## src/rtl/trap_ctrl.sv

```systemverilog
// trap_ctrl: takes exceptions, interrupts and mret, sequences the CSR trap-channel
// writes and redirects fetch to mtvec or mepc.
module trap_ctrl #(
   parameter bit MTVAL_EN  = 1'b1,
   parameter bit VECTOR_EN = 1'b1
) (
   input  logic        clk,
   input  logic        rst_n,
   input  logic        ecall_i,
   input  logic        ebreak_i,
   input  logic        illegal_i,
   input  logic        mret_i,
   input  logic [31:0] inst_i,
   input  logic [31:0] inst_pc_i,
   input  logic [31:0] next_pc_i,
   input  logic        ex_trap_valid_i,
   input  logic        tcmp_trap_valid_i,
   input  logic        soft_trap_valid_i,
   input  logic        mstatus_MIE3,
   input  logic [31:0] mepc,
   output logic        trap_csr_we_o,
   output logic [11:0] trap_csr_addr_o,
   output logic [31:0] trap_csr_wdata_o,
   input  logic [31:0] trap_csr_rdata_i,
   output logic        trap_busy_o,
   output logic        trap_jump_o,
   output logic [31:0] trap_jump_pc_o
);
   typedef enum logic [2:0] {
      IDLE, W_MEPC, W_MCAUSE, W_MTVAL, W_MSTATUS, JUMP, M_MSTATUS, M_JUMP
   } state_t;
   state_t      state_q, state_d;
   logic [31:0] cause_q, cause_d, epc_q, epc_d, tval_q, tval_d;
   logic        busy_q, busy_d;
   logic        irq_en;
   logic [31:0] base;
   always_comb begin
      state_d          = state_q;
      cause_d          = cause_q;
      epc_d            = epc_q;
      tval_d           = tval_q;
      irq_en           = mstatus_MIE3 & (ex_trap_valid_i | tcmp_trap_valid_i | soft_trap_valid_i);
      base             = {trap_csr_rdata_i[31:2], 2'b00};
      trap_csr_we_o    = 1'b0;
      trap_csr_addr_o  = '0;
      trap_csr_wdata_o = '0;
      trap_jump_o      = 1'b0;
      trap_jump_pc_o   = '0;
      case (state_q)
         IDLE: begin
            if (illegal_i | ebreak_i | ecall_i) begin
               state_d = W_MEPC;
               epc_d   = inst_pc_i;
               cause_d = illegal_i ? 32'd2 : ebreak_i ? 32'd3 : 32'd11;
               tval_d  = illegal_i ? inst_i : ebreak_i ? inst_pc_i : '0;
            end else if (mret_i) begin
               state_d = M_MSTATUS;
            end else if (irq_en) begin
               state_d = W_MEPC;
               epc_d   = next_pc_i;
               tval_d  = '0;
               cause_d = ex_trap_valid_i ? 32'h8000_000B : soft_trap_valid_i ? 32'h8000_0003 : 32'h8000_0007;
            end
         end
         W_MEPC: begin
            trap_csr_we_o    = 1'b1;
            trap_csr_addr_o  = 12'h341;
            trap_csr_wdata_o = epc_q;
            state_d          = W_MCAUSE;
         end
         W_MCAUSE: begin
            trap_csr_we_o    = 1'b1;
            trap_csr_addr_o  = 12'h342;
            trap_csr_wdata_o = cause_q;
            state_d          = MTVAL_EN ? W_MTVAL : W_MSTATUS;
         end
         W_MTVAL: begin
            trap_csr_we_o    = 1'b1;
            trap_csr_addr_o  = 12'h343;
            trap_csr_wdata_o = tval_q;
            state_d          = W_MSTATUS;
         end
         W_MSTATUS: begin
            trap_csr_we_o    = 1'b1;
            trap_csr_addr_o  = 12'h300;
            trap_csr_wdata_o = {trap_csr_rdata_i[31:8], trap_csr_rdata_i[3], trap_csr_rdata_i[6:4],
                                1'b0, trap_csr_rdata_i[2:0]};
            state_d          = JUMP;
         end
         JUMP: begin
            trap_csr_addr_o = 12'h305;
            trap_jump_o     = 1'b1;
            // vectored offset is 4 * cause code; exceptions always land on the base
            trap_jump_pc_o  = (VECTOR_EN && trap_csr_rdata_i[0] && cause_q[31]) ?
                              base + {cause_q[28:0], 2'b00} : base;
            state_d         = IDLE;
         end
         M_MSTATUS: begin
            trap_csr_we_o    = 1'b1;
            trap_csr_addr_o  = 12'h300;
            trap_csr_wdata_o = {trap_csr_rdata_i[31:8], 1'b1, trap_csr_rdata_i[6:4],
                                trap_csr_rdata_i[7], trap_csr_rdata_i[2:0]};
            state_d          = M_JUMP;
         end
         M_JUMP: begin
            trap_jump_o    = 1'b1;
            trap_jump_pc_o = mepc;
            state_d        = IDLE;
         end
         default: state_d = IDLE;
      endcase
      busy_d = state_d != IDLE;
   end
   always_ff @(posedge clk or negedge rst_n) begin
      if (!rst_n) begin
         state_q <= IDLE;
         cause_q <= '0;
         epc_q   <= '0;
         tval_q  <= '0;
         busy_q  <= 1'b0;
      end else begin
         state_q <= state_d;
         cause_q <= cause_d;
         epc_q   <= epc_d;
         tval_q  <= tval_d;
         busy_q  <= busy_d;
      end
   end
   assign trap_busy_o = busy_q;
endmodule

```

## config.mk

```make
export PLATFORM = sky130hd
export DESIGN_NAME = trap_ctrl
export DESIGN_NICKNAME = d
export VERILOG_FILES = /design/src/rtl/trap_ctrl.sv
export SDC_FILE = /design/constraint.sdc
export NUM_CORES = 1
export LEC_CHECK = 0
export ABC_CLOCK_PERIOD_IN_PS = 3600
export CORE_ASPECT_RATIO = 1.2
export CORE_MARGIN = 10
export CORE_UTILIZATION = 45
export DETAILED_ROUTE_END_ITERATION = 16
export GPL_TIMING_DRIVEN = 0
export PLACE_DENSITY = 0.89
export SETUP_SLACK_MARGIN = 0.4
export SLEW_MARGIN = 20
export SYNTH_ARGS = -nofsm -noshare
export SYNTH_HDL_FRONTEND = slang
export SYNTH_SLANG_ARGS = --single-unit
```

## constraint.sdc

```tcl
create_clock -name clk -period 3.6 [get_ports clk]
set_input_delay 0.72 -clock clk [delete_from_list [all_inputs] [get_ports clk]]
set_output_delay 0.72 -clock clk [all_outputs]
set_load 0.02 [all_outputs]
```

**Word-level counts from Yosys, hierarchy flattened**

Cells that the tools add are included.
W data, S select, Z words.

- Output and inout port bits: 79
- Input bits: 170
- Register bits: 100

- Mux-type cells: 25
- Bitwise logic cells: 5
- Equality and inequality tests: 8
- $add $sub $neg: 1
- Reduce and logical (&&, ||, !) cells: 8

Operators by type and width:

| operator | count |
|---|---|
| $mux W32 | 12 |
| $pmux W32 S5 | 1 |
| $pmux W32 S2 | 1 |
| $pmux W10 S5 | 1 |
| $add A32 B31 Y32 | 1 |
| $pmux W3 S7 | 1 |
| $eq A3 B3 Y1 const B | 4 |
| $mux W3 | 4 |
| $mux W4 | 3 |
| $eq A3 B2 Y1 const B | 2 |
| $reduce_or A5 Y1 | 1 |
| $or A1 B1 Y1 | 4 |
| $reduce_or A2 Y1 | 2 |
| $eq A3 B1 Y1 const B | 1 |
| $logic_not A3 Y1 | 1 |
| $reduce_and A3 Y1 | 1 |
| $reduce_bool A3 Y1 | 1 |
| $mux W1 | 2 |
| $ne A2 B1 Y1 const B | 1 |
| $reduce_bool A2 Y1 | 1 |
| $and A1 B1 Y1 | 1 |
| $logic_and A1 B1 Y1 | 1 |

**Depth between registers and ports, before layout**

Gate-level depths: netlist of the first run.

- Depth in word-level cells: 8
- Mapped depth: 8
- Mapped depth without buffers: 7

**Worst setup path after synthesis of the first run**

No wires, ideal clock.

- Kind: input port to output port
- Start point: in trap_csr_rdata_i[2]
- End point: out trap_jump_pc_o[28]
- Stages: 8
- Buffers on the path: 1
- Setup slack: 0.469 ns
- Arrival: 2.411 ns
- Cell sequence: ha_1 > fa_1 > nand3_1 > a211oi_2 > buf_2 > nand4_1 > xor2_1 > o21ai_0

- Word-level cells in the longest chain between the ends: 3

RTL lines:

| item | line | RTL |
|---|---|---|
| from (decl) | 24 | `input logic [31:0] trap_csr_rdata_i,` |
| $add A32 B31 Y32 | 95 | `base + {cause_q[28:0], 2'b00} : base;` |
| $mux W32 | 94 | `trap_jump_pc_o = (VECTOR_EN && trap_csr_rdata_i[0] && cause_q[31]) ?` |
| $pmux W32 S2 | 49 | `case (state_q)` |
| to (decl) | 27 | `output logic [31:0] trap_jump_pc_o` |

No other way between the ends.

**Worst setup path after layout of the first run**

- Start point: reg cause_q[0]
- End point: out trap_jump_pc_o[28]

- Word-level cells in the longest chain between the ends: 3

RTL lines:

| item | line | RTL |
|---|---|---|
| from (decl) | 33 | `logic [31:0] cause_q, cause_d, epc_q, epc_d, tval_q, tval_d;` |
| from (signal assigned) | 123 | `cause_q <= cause_d;` |
| $add A32 B31 Y32 | 95 |  |
| $mux W32 | 94 |  |
| $pmux W32 S2 | 49 |  |

No other way between the ends.

==> metrics.yaml, run 1 <==
run_status:
  outcome: "finished, final reports clean"
grt:
  met3_usage: 0.0680
  antenna_found_initial: 1
  grt_max_degree: 56
  grt_util_met1: 0.322
  global_route.usage.met2: 0.507
  grt_first_pass_wirelength_mm: 36.7
  busiest_layer: "met2"
  grt_pass1_vias: 6488
  overflow: 0
  grt_util_all_layers: 0.289
floorplan:
  pin_count: 249
  die_w_um: 118
  die-area_sq_um: 16100
  core_sq_um: 11100
  die_h_um: 137
  row_count: 42
  start_util: 0.464
cells_and_area:
  nNetsFinal: 1105
  area_delta_synth_final_pct: 59.9
  fin_util: 0.741
  layout-drive-gt1-share: 0.148
  instances_no_fill: 1087
logic_synthesis:
  synth_edf_count: 0
  yosysUniqueCellTypes: 50
  yosys-mux-area-fraction: 0.0623
  synth-compound-area-share: 0.234
  ys_ff_latch: 73
  yosysSeqAreaShare: 0.355
  synth_top_area_share: 0.355
  yosysTopAreaCell: "dfrtp_1"
  yosys.area_share.xor_xnor: 0.0409
  synth_area_leaders: "dfrtp_1 (36%), nor2_1 (8.9%), mux2i_1 (6.2%)"
  synth_top_flop_cell: "dfrtp_1"
  synthCells: 662
  synth_top_family_by_area: "compound AO/OA/AOI/OAI gates"
  synth_warnings: 0
  synth_fa_ha_area_frac: 0.0136
  synthSimpleGateAreaFrac: 0.229
  async_flop_share: 1.00
  avgSynthCellArea_sq_um: 7.77
  synthesis.area_sq_um: 5140
pwr:
  powerDensity_nw_per_um2: 770
  leakagePower_nw: 3.43
  power_mw: 6.33
  ir_drop_mv: 0.362
placement:
  io_buffers: 239
  post-dp-hpwl_mm: 18.9
  place_inst: 1061
  place_congestion: 0.972
worst_setup_path:
  crit_path_end_kind: "primary output"
  reg2reg_from: "state_q[0]"
  r2r_setup_slack_ns: 1.61
  cp_num_buf_inv: 3
  path_max_fanout: 6
  cp.arrival_ns: 2.49
  crit_family: "buffers and inverters"
  worstPathRequired_ns: 2.88
  crit_slowest_cell: "dfrtp_2"
  crit_chain: "ha_4, fa_2, nand3_4, a211oi_4, buf_6, buf_6, nand4_1, xor2_1, o21ai_1, buf_4"
  critPathLaunchType: "flop"
  max_stage_delay_ns: 0.44
  reg2reg_to: "tval_q[25]"
  ff2ff_path_depth: 6
  crit_path_frequent_cell: "buf_6"
  crit_type: "reg2out"
timing:
  rsz0062_at_grt: "yes"
  fin_crit_sh: 0.891
  setup_tns_ns: 0
  relSlewSlack: 0.594
  holdWs_ns: 0.269
  fin_skew_ns: 0.00602
  worst_pin_slew_ns: 0.609
  hold_viol: 0
  fin_crit_ns: 3.21
  max_freq_mhz: 312
  setup_viol: 0
  finalMaxSlewViolations: 0
clocking:
  cts_buffers: 9
  clockBufferDepth: 2
  cts_max_level: 3
  clk_latency_ns: 0.33
  hold_buffers: 0
  cts_tree: "done"
  clk_pin_slew_worst_paths_ns: 0.05
  cts.sinks: 73
  root_buffer: "clkbuf_16"
route:
  drt_first_pass_iters: 6
  drtAntennaViolNets: 0
  drtIter0Drc: 779
  via_per_inst: 5.94
  routed_wl_mm: 24.5
  avgRoutedWirePerCell_um: 22.5
  drc: 0
  via_count: 6462
flow_run:
  maxCapViolations: 0
worst_hold_path:
  hold_class: "in2async"
==> cell usage after synthesis, drive strengths merged (2+ instances only) <==
| master | instances |
|---|---|
| nor2 | 122 |
| nand2 | 82 |
| dfrtp | 73 |
| o21ai | 61 |
| a21oi | 47 |
| a221oi | 32 |
| mux2i | 32 |
| clkbuf | 31 |
| buf | 30 |
| nand3 | 23 |
| o22ai | 20 |
| xor2 | 18 |
| a31oi | 16 |
| nand4 | 10 |
| and2 | 6 |
| and3 | 6 |
| nor3 | 6 |
| xnor2 | 6 |
| a211oi | 5 |
| inv | 5 |
| nor2b | 5 |
| ha | 4 |
| nand2b | 2 |
| o41ai | 2 |
| or3 | 2 |
==> state kept, by name (all words and copies together) (netlist names) <==
register and count:
cause_q 5, epc_q 32, tval_q 32, state_q 3
trap_busy_o 1
==> through the flow <==
stage	cell area [sq um]	setup WS, ns
floorplan	5160	0.469
finish	8220	0.391
detailed placement	7770	-0.824
global route	8220	0.292
CTS	8190	0.305
global placement	7740	-0.823
==> repair_timing <==
action	in CTS	in global routing
setup buffers	11	1
pin swaps	13	15
gates resized for setup	163	75
gates cloned	0	0
endpoints found under the setup margin	66	61
==> kinds of logic after synthesis <==
logic type / count (synthesis)
simple gates: 268
compound gates: 193
flops: 73
buf+inv: 66
mux: 32
xor+xnor: 24
fa+ha+maj: 5
other cells: 1
==> per-layer routing <==
layer | wire length, um | vias to the layer above
met4 | 1140 | 0
met3 | 2300 | 84
met5 | 0 | -
met2 | 12100 | 441
li1 | - | 2905
met1 | 9000 | 3032
==> where the power goes <==
group          internal [mW]  switching (mW)  leakage [nW]  total, mW
Combinational           1.62            2.41          2.47       4.03
Clock                  0.511           0.317         0.134      0.828
Sequential              1.24           0.242         0.821       1.48
==> how the worst max path moves through the flow <==
stage / start / to / slack (ns) / depth (start not counted)
2_1_floorplan: trap_csr_rdata_i[2] / trap_jump_pc_o[28] / 0.47 / 8
3_3_place_gp: trap_csr_rdata_i[5] / trap_jump_pc_o[25] / -0.82 / 8
3_5_place_dp: trap_csr_rdata_i[5] / trap_jump_pc_o[25] / -0.82 / 8
4_1_cts: state_q[0] / trap_csr_addr_o[9] / 0.31 / 6
5_1_grt: state_q[0] / trap_csr_addr_o[9] / 0.29 / 6
6_report: cause_q[0] / trap_jump_pc_o[28] / 0.39 / 10
==> cell type report <==
type	instances	area, sq um
clock buffers	13	270
repair buffers	252	2380
fillers	885	2870
inverters	5	18.8
multi-input cells	528	3190
flip-flops and latches	73	1830
plain buffers	61	340
well taps	154	193
diodes	1	2.50
==> cell usage in the layout (no fill, tap or decap), types with 3 or more instances in the layout <==
cell type        instances
o21ai_1                  3
a21oi_1                 44
nand3_1                 16
clkdlybuf4s50_1        181
a31oi_1                 16
nand4_1                  9
dlymetal6s2s_1           7
clkbuf_16                9
xor2_1                  17
inv_1                    4
nand2_1                 81
dlygate4sd2_1           13
dfrtp_1                 72
clkbuf_8                 3
and2_1                   6
nand3_2                  6
buf_4                   25
nor2_1                 120
nor2b_1                  5
a21oi_2                  3
xnor2_1                  4
and3_1                   6
nor3_1                   3
buf_2                   29
mux2i_1                 32
o21ai_0                 57
a211oi_2                 3
clkdlybuf4s15_1          4
clkbuf_1                18
ha_4                     4
o22ai_1                 20
conb_1                   6
buf_6                    8
clkbuf_2                25
a221oi_1                32
No activity file was read; power rests on OpenSTA's default activity.
==> inputs of run 2 (changes only) <==
SETUP_SLACK_MARGIN = 0.05   (was 0.4)
==> run 2 against run 1 <==
Clock power about the same. Final cell count down 0.28%. First-iteration DRC count down 3.6%. Via count down 1.1%. Total power down 0.44%. Sequential power about the same. Core utilization down 0.11 points. Count of clock-buffer cells in the layout unchanged. Non-clock buffer count down 2. Critical path type is now in2out.
==> metrics.yaml, run 2 (same netlist as run 1, synthesis figures left out) <==
clocking:
  hold_buffers: 0  # unchanged
  cts_buffers: 9  # unchanged
  clk_latency_ns: 0.33  # about the same
  cts.sinks: 73  # unchanged
  clockBufferDepth: 2  # unchanged
  cts_max_level: 3  # unchanged
  root_buffer: "clkbuf_16"
  cts_tree: "done"
  clk_pin_slew_worst_paths_ns: 0.05  # about the same
route:
  via_count: 6394  # -1.1%
  drc: 0  # unchanged
  drtAntennaViolNets: 0  # unchanged
  avgRoutedWirePerCell_um: 22.3  # -0.93%
  drtIter0Drc: 751  # -3.6%
  routed_wl_mm: 24.2  # -1.2%
  drt_first_pass_iters: 6  # unchanged
  via_per_inst: 5.90  # -0.78%
placement:
  post-dp-hpwl_mm: 18.9  # unchanged
  place_congestion: 0.972  # unchanged
  io_buffers: 239  # unchanged
floorplan:
  row_count: 42  # unchanged
  pin_count: 249  # unchanged
  core_sq_um: 11100  # unchanged
  die-area_sq_um: 16100  # unchanged
  start_util: 0.464  # unchanged
  die_w_um: 118  # unchanged
  die_h_um: 137  # unchanged
timing:
  rsz0062_at_grt: "yes"
  fin_crit_ns: 3.50  # +0.290 ns
  hold_viol: 0  # unchanged
  fin_skew_ns: 0.00501  # -0.00101 ns
  setup_tns_ns: 0  # unchanged
  finalMaxSlewViolations: 0  # unchanged
  setup_viol: 0  # unchanged
  worst_pin_slew_ns: 0.912  # +0.303 ns
  fin_crit_sh: 0.972  # +0.0806
  max_freq_mhz: 286  # -8.3%
  relSlewSlack: 0.392  # -0.202
worst_setup_path:
  reg2reg_to: "tval_q[25]"
  max_stage_delay_ns: 0.55  # +0.11 ns
  worstPathRequired_ns: 2.88  # about the same
  crit_type: "in2out"
  ff2ff_path_depth: 6  # unchanged
  reg2reg_from: "state_q[0]"
  crit_chain: "clkdlybuf4s50_1, nand3_2, nor4_4, nand3_2, mux2i_1, a211oi_2, clkdlybuf4s15_2"
  critPathLaunchType: "input pin"
  path_max_fanout: 3  # -3
  crit_slowest_cell: "clkdlybuf4s50_1"
  r2r_setup_slack_ns: 1.44  # -0.17 ns
  crit_path_frequent_cell: "nand3_2"
  cp.arrival_ns: 2.78  # +0.29 ns
  crit_path_end_kind: "primary output"
pwr:
  ir_drop_mv: 0.361  # -0.37%
  power_mw: 6.30  # -0.44%
  leakagePower_nw: 3.36  # -2.0%
  powerDensity_nw_per_um2: 768  # -0.29%
grt:
  grt_max_degree: 56  # unchanged
  antenna_found_initial: 0  # -1
  overflow: 0  # unchanged
  grt_pass1_vias: 6476  # -0.18%
  grt_util_all_layers: 0.288  # -0.000313
  grt_first_pass_wirelength_mm: 36.8  # +0.21%
flow_run:
  maxCapViolations: 0  # unchanged
cells_and_area:
  nNetsFinal: 1103  # -0.18%
  final_common_cell: "clkdlybuf4s50_1"
  n_antenna_cell: 0  # -1
  area_delta_synth_final_pct: 59.6
  fillers: 888  # +0.34%
  largestRegisters: "epc_q x32, tval_q x32, cause_q x5"
  layout-drive-gt1-share: 0.103  # -0.0448
  final_cell_mix: "clkdlybuf4s50_1 (195), nor2_1 (120), nand2_1 (81)"
worst_hold_path:
  hold_class: "in2async"
run_status:
  outcome: "finished, final reports clean"
run 2: cell count changes in the layout (fill, tap and decap cells not counted), moves of 7 or more:
cell	previous run	this run
clkbuf_2	25	10
clkdlybuf4s50_1	181	195
buf_2	29	17
clkbuf_1	18	25
dlygate4sd2_1	13	20
run 2: area by class of cell:
type | count | area [sq um] | share of cell area
multi-input combinational | 528 | 3100 | 0.378
timing repair buffer | 250 | 2460 | 0.300
sequential | 73 | 1830 | 0.223
buffer | 61 | 333 | 0.0406
clock buffer | 13 | 270 | 0.0329
tap | 154 | 193 | 0.0235
inverter | 5 | 18.8 | 0.00229
run 2: worst max-delay path, delay by kind of cell:
kind	cells	cell delay, ns
mux	1	0.16
compound gates	1	0.35
buf+inv	2	0.88
simple gates	3	0.66
run 2: per-layer routing:
metal  track usage  up-vias  part of all wire
li1              -     2893                 -
met1         0.321     2995              0.37
met2         0.504      423              0.49
met3        0.0730       83             0.097
met4         0.148        0             0.044
met5             0        -                 0
run 2: worst max-delay path by stage:
stage	endpoint	slack [ns]	cells past startpoint	from
CTS	trap_jump_pc_o[31]	0.05	8	trap_csr_rdata_i[15]
detailed placement	trap_jump_pc_o[25]	-0.82	8	trap_csr_rdata_i[5]
global placement	trap_jump_pc_o[25]	-0.82	8	trap_csr_rdata_i[5]
finish	trap_jump_pc_o[25]	0.10	7	trap_csr_rdata_i[16]
floorplan	trap_jump_pc_o[28]	0.47	8	trap_csr_rdata_i[2]
global route	trap_jump_pc_o[7]	0.03	9	trap_csr_rdata_i[3]
run 2: power by group:
group	internal (mW)	total (mW)	leakage (nW)	switching, mW
clock	0.511	0.827	0.134	0.316
sequential	1.24	1.47	0.823	0.238
combinational	1.62	4.00	2.40	2.38
run 2: stage by stage:
step,hold slack [ns],cells,utilization,worst slack (ns),cell area (sq um)
global placement,0.489,1060,0.698,-0.823,7740
CTS,0.269,1084,0.736,0.0510,8160
floorplan,0.424,667,-,0.469,5160
finish,0.267,1084,0.740,0.101,8210
global route,0.278,1084,0.740,0.0277,8210
detailed placement,0.501,1061,0.701,-0.824,7770
run 2: what timing repair did:
item,CTS,global route
pin swaps,7,3
setup buffers,10,0
gates resized for setup,90,32
hold endpoints to repair,0,0
endpoints found under the setup margin,30,25
